## config.mk

```make
export PLATFORM = sky130hd
export DESIGN_NAME = reg_status_mp
export DESIGN_NICKNAME = d
export VERILOG_FILES = /design/src/rtl/reg_status_mp.sv
export SDC_FILE = /design/constraint.sdc
export NUM_CORES = 1
export LEC_CHECK = 0
export ABC_AREA = 0
export CORE_MARGIN = 1.5
export CORE_UTILIZATION = 68
export DETAILED_ROUTE_END_ITERATION = 7
export PLACE_DENSITY = 0.88
export SYNTH_ARGS = -nofsm -noshare
export SYNTH_HDL_FRONTEND = slang
export SYNTH_SLANG_ARGS = --single-unit
```

## constraint.sdc

```tcl
create_clock -name clk_i -period 17.2 [get_ports clk_i]
set_input_delay 1.72 -clock clk_i [delete_from_list [all_inputs] [get_ports clk_i]]
set_output_delay 1.72 -clock clk_i [all_outputs]
set_load 0.02 [all_outputs]
```

## src/rtl/reg_status_mp.sv

```systemverilog
// Register status table: per-register in-flight writer counter plus the ROB
// entry of the youngest writer, read combinationally by two source ports.
package expipe_pkg;
  parameter int ROB_IDX_LEN = 6;
endpackage

// Handshakes: an issue is accepted when issuel_valid_i && issuel_ready_o in
// the same cycle; a commit is accepted whenever comm_valid_i (comm_ready_o is 1).
module reg_status_mp #(
  parameter int REG_NUM     = 32,
  parameter int REG_IDX_LEN = 5,
  parameter int ROB_IDX_LEN = expipe_pkg::ROB_IDX_LEN,
  parameter int BUSY_CNT_W  = 3,
  parameter bit SKIP_X0     = 1'b1
) (
  input  logic                   clk_i,
  input  logic                   rst_i,
  input  logic                   flush_i,
  input  logic                   issuel_valid_i,
  output logic                   issuel_ready_o,
  input  logic [REG_IDX_LEN-1:0] issue_rd_idx_i,
  input  logic [ROB_IDX_LEN-1:0] issue_rob_idx_i,
  input  logic [REG_IDX_LEN-1:0] issue_rs1_idx_i,
  input  logic [REG_IDX_LEN-1:0] issue_rs2_idx_i,
  output logic                   issue_rs1_busy_o,
  output logic                   issue_rs2_busy_o,
  output logic [ROB_IDX_LEN-1:0] issue_rs1_rob_idx_o,
  output logic [ROB_IDX_LEN-1:0] issue_rs2_rob_idx_o,
  input  logic                   comm_valid_i,
  output logic                   comm_ready_o,
  input  logic [REG_IDX_LEN-1:0] comm_rd_idx_i,
  output logic                   comm_err_o
);

  localparam logic [BUSY_CNT_W-1:0] CNT_MAX = '1;
  localparam logic [BUSY_CNT_W-1:0] CNT_ONE = BUSY_CNT_W'(1);

  logic [REG_NUM-1:0][BUSY_CNT_W-1:0]  cnt_q, cnt_d;
  logic [REG_NUM-1:0][ROB_IDX_LEN-1:0] rob_q, rob_d;
  logic                                comm_err_q, comm_err_d;

  logic issue_ok, comm_ok, same_rd, rd_full, issue_acc, comm_zero;
  logic inc, com;

  // Register 0 (when skipped) and indices past REG_NUM are untracked.
  function automatic logic idx_ok(input logic [REG_IDX_LEN-1:0] idx);
    idx_ok = (32'(idx) < REG_NUM) && !(SKIP_X0 && (idx == '0));
  endfunction

  always_comb begin
    issue_ok       = idx_ok(issue_rd_idx_i);
    comm_ok        = comm_valid_i && idx_ok(comm_rd_idx_i);
    same_rd        = comm_ok && issue_ok && (comm_rd_idx_i == issue_rd_idx_i);
    rd_full        = issue_ok && (cnt_q[issue_rd_idx_i] == CNT_MAX);
    // A commit to the full register frees a slot in the same cycle.
    issuel_ready_o = !(rd_full && !same_rd);
    issue_acc      = issuel_valid_i && issuel_ready_o && issue_ok;
    comm_zero      = comm_ok && (cnt_q[comm_rd_idx_i] == '0);
  end

  always_comb begin
    cnt_d      = cnt_q;
    rob_d      = rob_q;
    comm_err_d = comm_zero;
    inc        = 1'b0;
    com        = 1'b0;
    for (int i = 0; i < REG_NUM; i++) begin
      inc = issue_acc && (issue_rd_idx_i == REG_IDX_LEN'(i));
      com = comm_ok && (comm_rd_idx_i == REG_IDX_LEN'(i));
      if (inc) begin
        rob_d[i] = issue_rob_idx_i;
        if (!com) cnt_d[i] = cnt_q[i] + CNT_ONE;
      end else if (com && (cnt_q[i] != '0)) begin
        cnt_d[i] = cnt_q[i] - CNT_ONE;
      end
    end
    if (flush_i) begin
      cnt_d      = '0;
      rob_d      = '0;
      comm_err_d = 1'b0;
    end
  end

  always_ff @(posedge clk_i or posedge rst_i) begin
    if (rst_i) begin
      cnt_q      <= '0;
      rob_q      <= '0;
      comm_err_q <= 1'b0;
    end else begin
      cnt_q      <= cnt_d;
      rob_q      <= rob_d;
      comm_err_q <= comm_err_d;
    end
  end

  always_comb begin
    issue_rs1_busy_o    = 1'b0;
    issue_rs1_rob_idx_o = '0;
    issue_rs2_busy_o    = 1'b0;
    issue_rs2_rob_idx_o = '0;
    if (idx_ok(issue_rs1_idx_i)) begin
      issue_rs1_busy_o    = |cnt_q[issue_rs1_idx_i];
      issue_rs1_rob_idx_o = rob_q[issue_rs1_idx_i];
    end
    if (idx_ok(issue_rs2_idx_i)) begin
      issue_rs2_busy_o    = |cnt_q[issue_rs2_idx_i];
      issue_rs2_rob_idx_o = rob_q[issue_rs2_idx_i];
    end
  end

  assign comm_ready_o = 1'b1;
  assign comm_err_o   = comm_err_q;

endmodule

```

==> results.sh <==
export IMPL_run_status="finished clean"
export IMPL_worstSetupPathType="input port to primary output"
export IMPL_syn_area_per_cell_um2=10.44
export IMPL_vias_in_the_first_global_route=16750
export IMPL_cp_slowest_stage_delay_ns=1.03
export IMPL_portBuffers=46
export IMPL_hold_violations=0
export IMPL_synth_sequential_area_ratio_pct=36.65
export IMPL_clock_skew_final_ns=0.02356
export IMPL_tightestPinTransition_ns=1.386
export IMPL_endpoint_kind="primary output"
export IMPL_powerDensity_nw_per_um2=74.61
export IMPL_synth_edff_count=0
export IMPL_routed_via_count=16570
export IMPL_ys_warn_count=0
export IMPL_ctsHtreeMaxLevel=2
export IMPL_num_rows=62
export IMPL_ys_seq_elements=289
export IMPL_nets=1924
export IMPL_mappedNetlistArea_um2=19730
export IMPL_min_delay_path_class="flop to flop"
export IMPL_fin_crit_sh_pct=40.85
export IMPL_wl_per_cell_um=26.10
export IMPL_finalWorstPathRequiredPeriod_ns=7.027
export IMPL_post_route_cells_drive_above_1_share_pct=16.00
export IMPL_drc=0
export IMPL_fp_coreArea_um2=28630
export IMPL_ant_nets=0
export IMPL_synth_nets=1952
export IMPL_post_synth_num_cell_types=69
export IMPL_critical_path_depth=5
export IMPL_maxClockFrequency_mhz=142.3
export IMPL_path_cells="clkdlybuf4s50_1 > or4_1 > nor2_1 > a211oi_1 > clkdlybuf4s50_1"
export IMPL_worstHoldPathCells=2
export IMPL_dieHeight_um=173.3
export IMPL_gr_total_overflow=0
export IMPL_total_leakage_power_uw=0.009109
export IMPL_start_kind="input port"
export IMPL_inserted_clock_buffers=34
export IMPL_number_of_antenna_violations_at_the_first_check_in_global_routing=0
export IMPL_worstPathMaxFanout=17
export IMPL_timing_critical_path_arrival_ns=5.31
export IMPL_worst_skew_pair_late_latency_ns=0.54
export IMPL_worst_slew_margin_rel_pct=7.316
export IMPL_clock_path_buffers=3
export IMPL_crit_path_frequent_cell="clkdlybuf4s50_1"
export IMPL_unrepaired_setup_endpoints_after_global_routing="no"
export IMPL_diodes=0
export IMPL_root_buffer="clkbuf_16"
export IMPL_dp_final_hpwl_um=38150
export IMPL_postCtsResizedCells=0
export IMPL_totalNegativeSetupSlack_ns=0
export IMPL_clkSlewWorstSetupHoldPaths_ns=0.06
export IMPL_io_pins=48
export IMPL_reg2regPathDepth=9
export IMPL_post_cts_repair_setup_buffers=0
export IMPL_postLayoutSetupSlackWorst_ns=10.17
export IMPL_ir_drop_v=0.00007244
export IMPL_timing_final_max_slew_violations=0
export IMPL_detail_route_iter0_violations=2595
export IMPL_async_flop_share_pct=100.0
export IMPL_largest_net_degree_at_the_start_of_global_routing=173
export IMPL_post_synthesis_cells=1890
export IMPL_fp_dieW_um=173.3
export IMPL_initial_utilization_pct=68.93
export IMPL_drv_cap=0
export IMPL_clock_tree_from_tritoncts="built"
export IMPL_die_area_um2=30050
export IMPL_synth_ff_type="dfrtp_1"
export IMPL_drt_first_pass_iters=6
export IMPL_grt_first_pass_wirelength_um=93630
export IMPL_clock_sinks=289
export IMPL_route_detailed_vias_per_inst=7.298
export IMPL_hold_buffers=0
export IMPL_grt_total_usage_pct=40.68
export IMPL_slowest_stage="clkdlybuf4s50_1"
export IMPL_areaGrowthSynthToFinish_pct=8.181
export IMPL_setup_viol=0
export IMPL_critPathBufInv=2
export IMPL_worst_endpoint_required_ns=15.48
export IMPL_pre_cts_slack_ns=10.49
export IMPL_drt_wl_total_um=59270
export IMPL_cp_top_family="buffers and inverters"
export IMPL_place_congestion=0.9468
## worst min-delay path: stages (launching register included)
cell and delay (ns):
dfrtp_1 0.39, inv_1 0.05, nor2_1 0.04
## sequential cells by signal, indices dropped and copies added (netlist names)
| name | cells |
|---|---|
| cnt_q | 96 |
| comm_err_o | 1 |
| rob_q | 192 |
## logic make-up after synthesis
family / Yosys count / synth area share [%]
other: 1 / 0.01901
AOI/OAI and AO/OA: 267 / 9.240
adders and majority gates: 31 / 3.145
and+or+nand+nor: 670 / 14.85
muxes: 335 / 27.90
xor gates and xnor gates: 63 / 2.797
DFF: 289 / 36.65
buffers and inverters: 234 / 5.403
## cells in the mapped netlist (6+ instances only)
master	n	area, µm²
dfrtp_1	289	7232
nor2_1	255	957.2
nand2_1	254	953.4
mux2i_1	158	1582
mux4_2	158	3558
a21oi_1	147	735.7
inv_1	84	315.3
clkbuf_1	81	304.0
xnor2_1	44	385.4
nor3_1	37	185.2
fa_1	31	620.6
nor2b_1	25	156.4
buf_1	21	78.83
o21ai_0	20	100.1
xor2_1	19	166.4
or3_1	17	106.4
a211oi_1	16	120.1
nand3_1	16	80.08
buf_2	15	75.07
nand2b_1	15	93.84
o211ai_1	15	112.6
buf_6	13	146.4
buf_4	12	90.09
nor3b_1	11	82.58
a22oi_1	10	75.07
mux4_1	10	262.8
and3_1	9	56.30
mux2_2	8	90.09
o2111ai_1	7	61.31
a311o_1	6	60.06
and2_1	6	37.54
## cell usage in the layout (no fill, tap or decap), types with 17 or more instances in the layout
cell type and count:
o21ai_0 20, nor2b_1 25, nor2_1 255, xnor2_1 44, buf_4 35, nand2_1 254, nor3_1 37, clkbuf_16 35
a21oi_1 147, dfrtp_1 289, or3_1 17, fa_1 31, inv_1 83, clkdlybuf4s50_1 40, mux4_2 158, xor2_1 19
mux2i_1 158
## through the flow
step           power, µW  area [µm²]  util (%)  hold slack [ns]  instances
5_1_grt             1631       21340     74.57           0.5490       2271
6_report            1593       21340     74.57           0.5132       2271
2_1_floorplan      810.4       19730         -           0.4636       1890
4_1_cts             1586       21340     74.57           0.5061       2271
3_3_place_gp       848.1       20200     70.57           0.4871       2210
3_5_place_dp       852.4       20200     70.57           0.4981       2210
## final timing paths
kind	start	endpoint	slack, ns
min in group asynchronous	rst_i	cnt_q[35]	1.75
worst min register to register	cnt_q[0]	cnt_q[0]	0.51
worst min-delay path	cnt_q[0]	cnt_q[0]	0.51
worst max-delay path	issue_rs1_idx_i[3]	issue_rs1_busy_o	10.17
worst max register to register	cnt_q[45]	cnt_q[91]	12.94
max in group asynchronous	rst_i	rob_q[156]	13.99
## area by class of cell
class	count	area, µm²
Multi-Input combinational cell	1367	11430
Sequential cell	289	7232
Inverter	90	345.3
Clock inverter	10	126.4
Timing Repair Buffer	80	711.9
Tap cell	384	480.5
Clock buffer	51	1016
Fill cell	1758	7281
## layer usage
layer	GRT usage, %	vias up	share of wire [%]
met5	0.4808	-	0
met4	26.70	0	7.8
li1	-	6670	-
met2	62.22	1400	46
met3	10.70	373	13
met1	51.75	8130	34
## power by group
| group | switching [µW] | internal [µW] |
|---|---|---|
| clock | 306 | 441 |
| combinational | 104 | 51.6 |
| sequential | 5.31 | 685 |
Note: power is estimated with default switching activity, not from simulation.
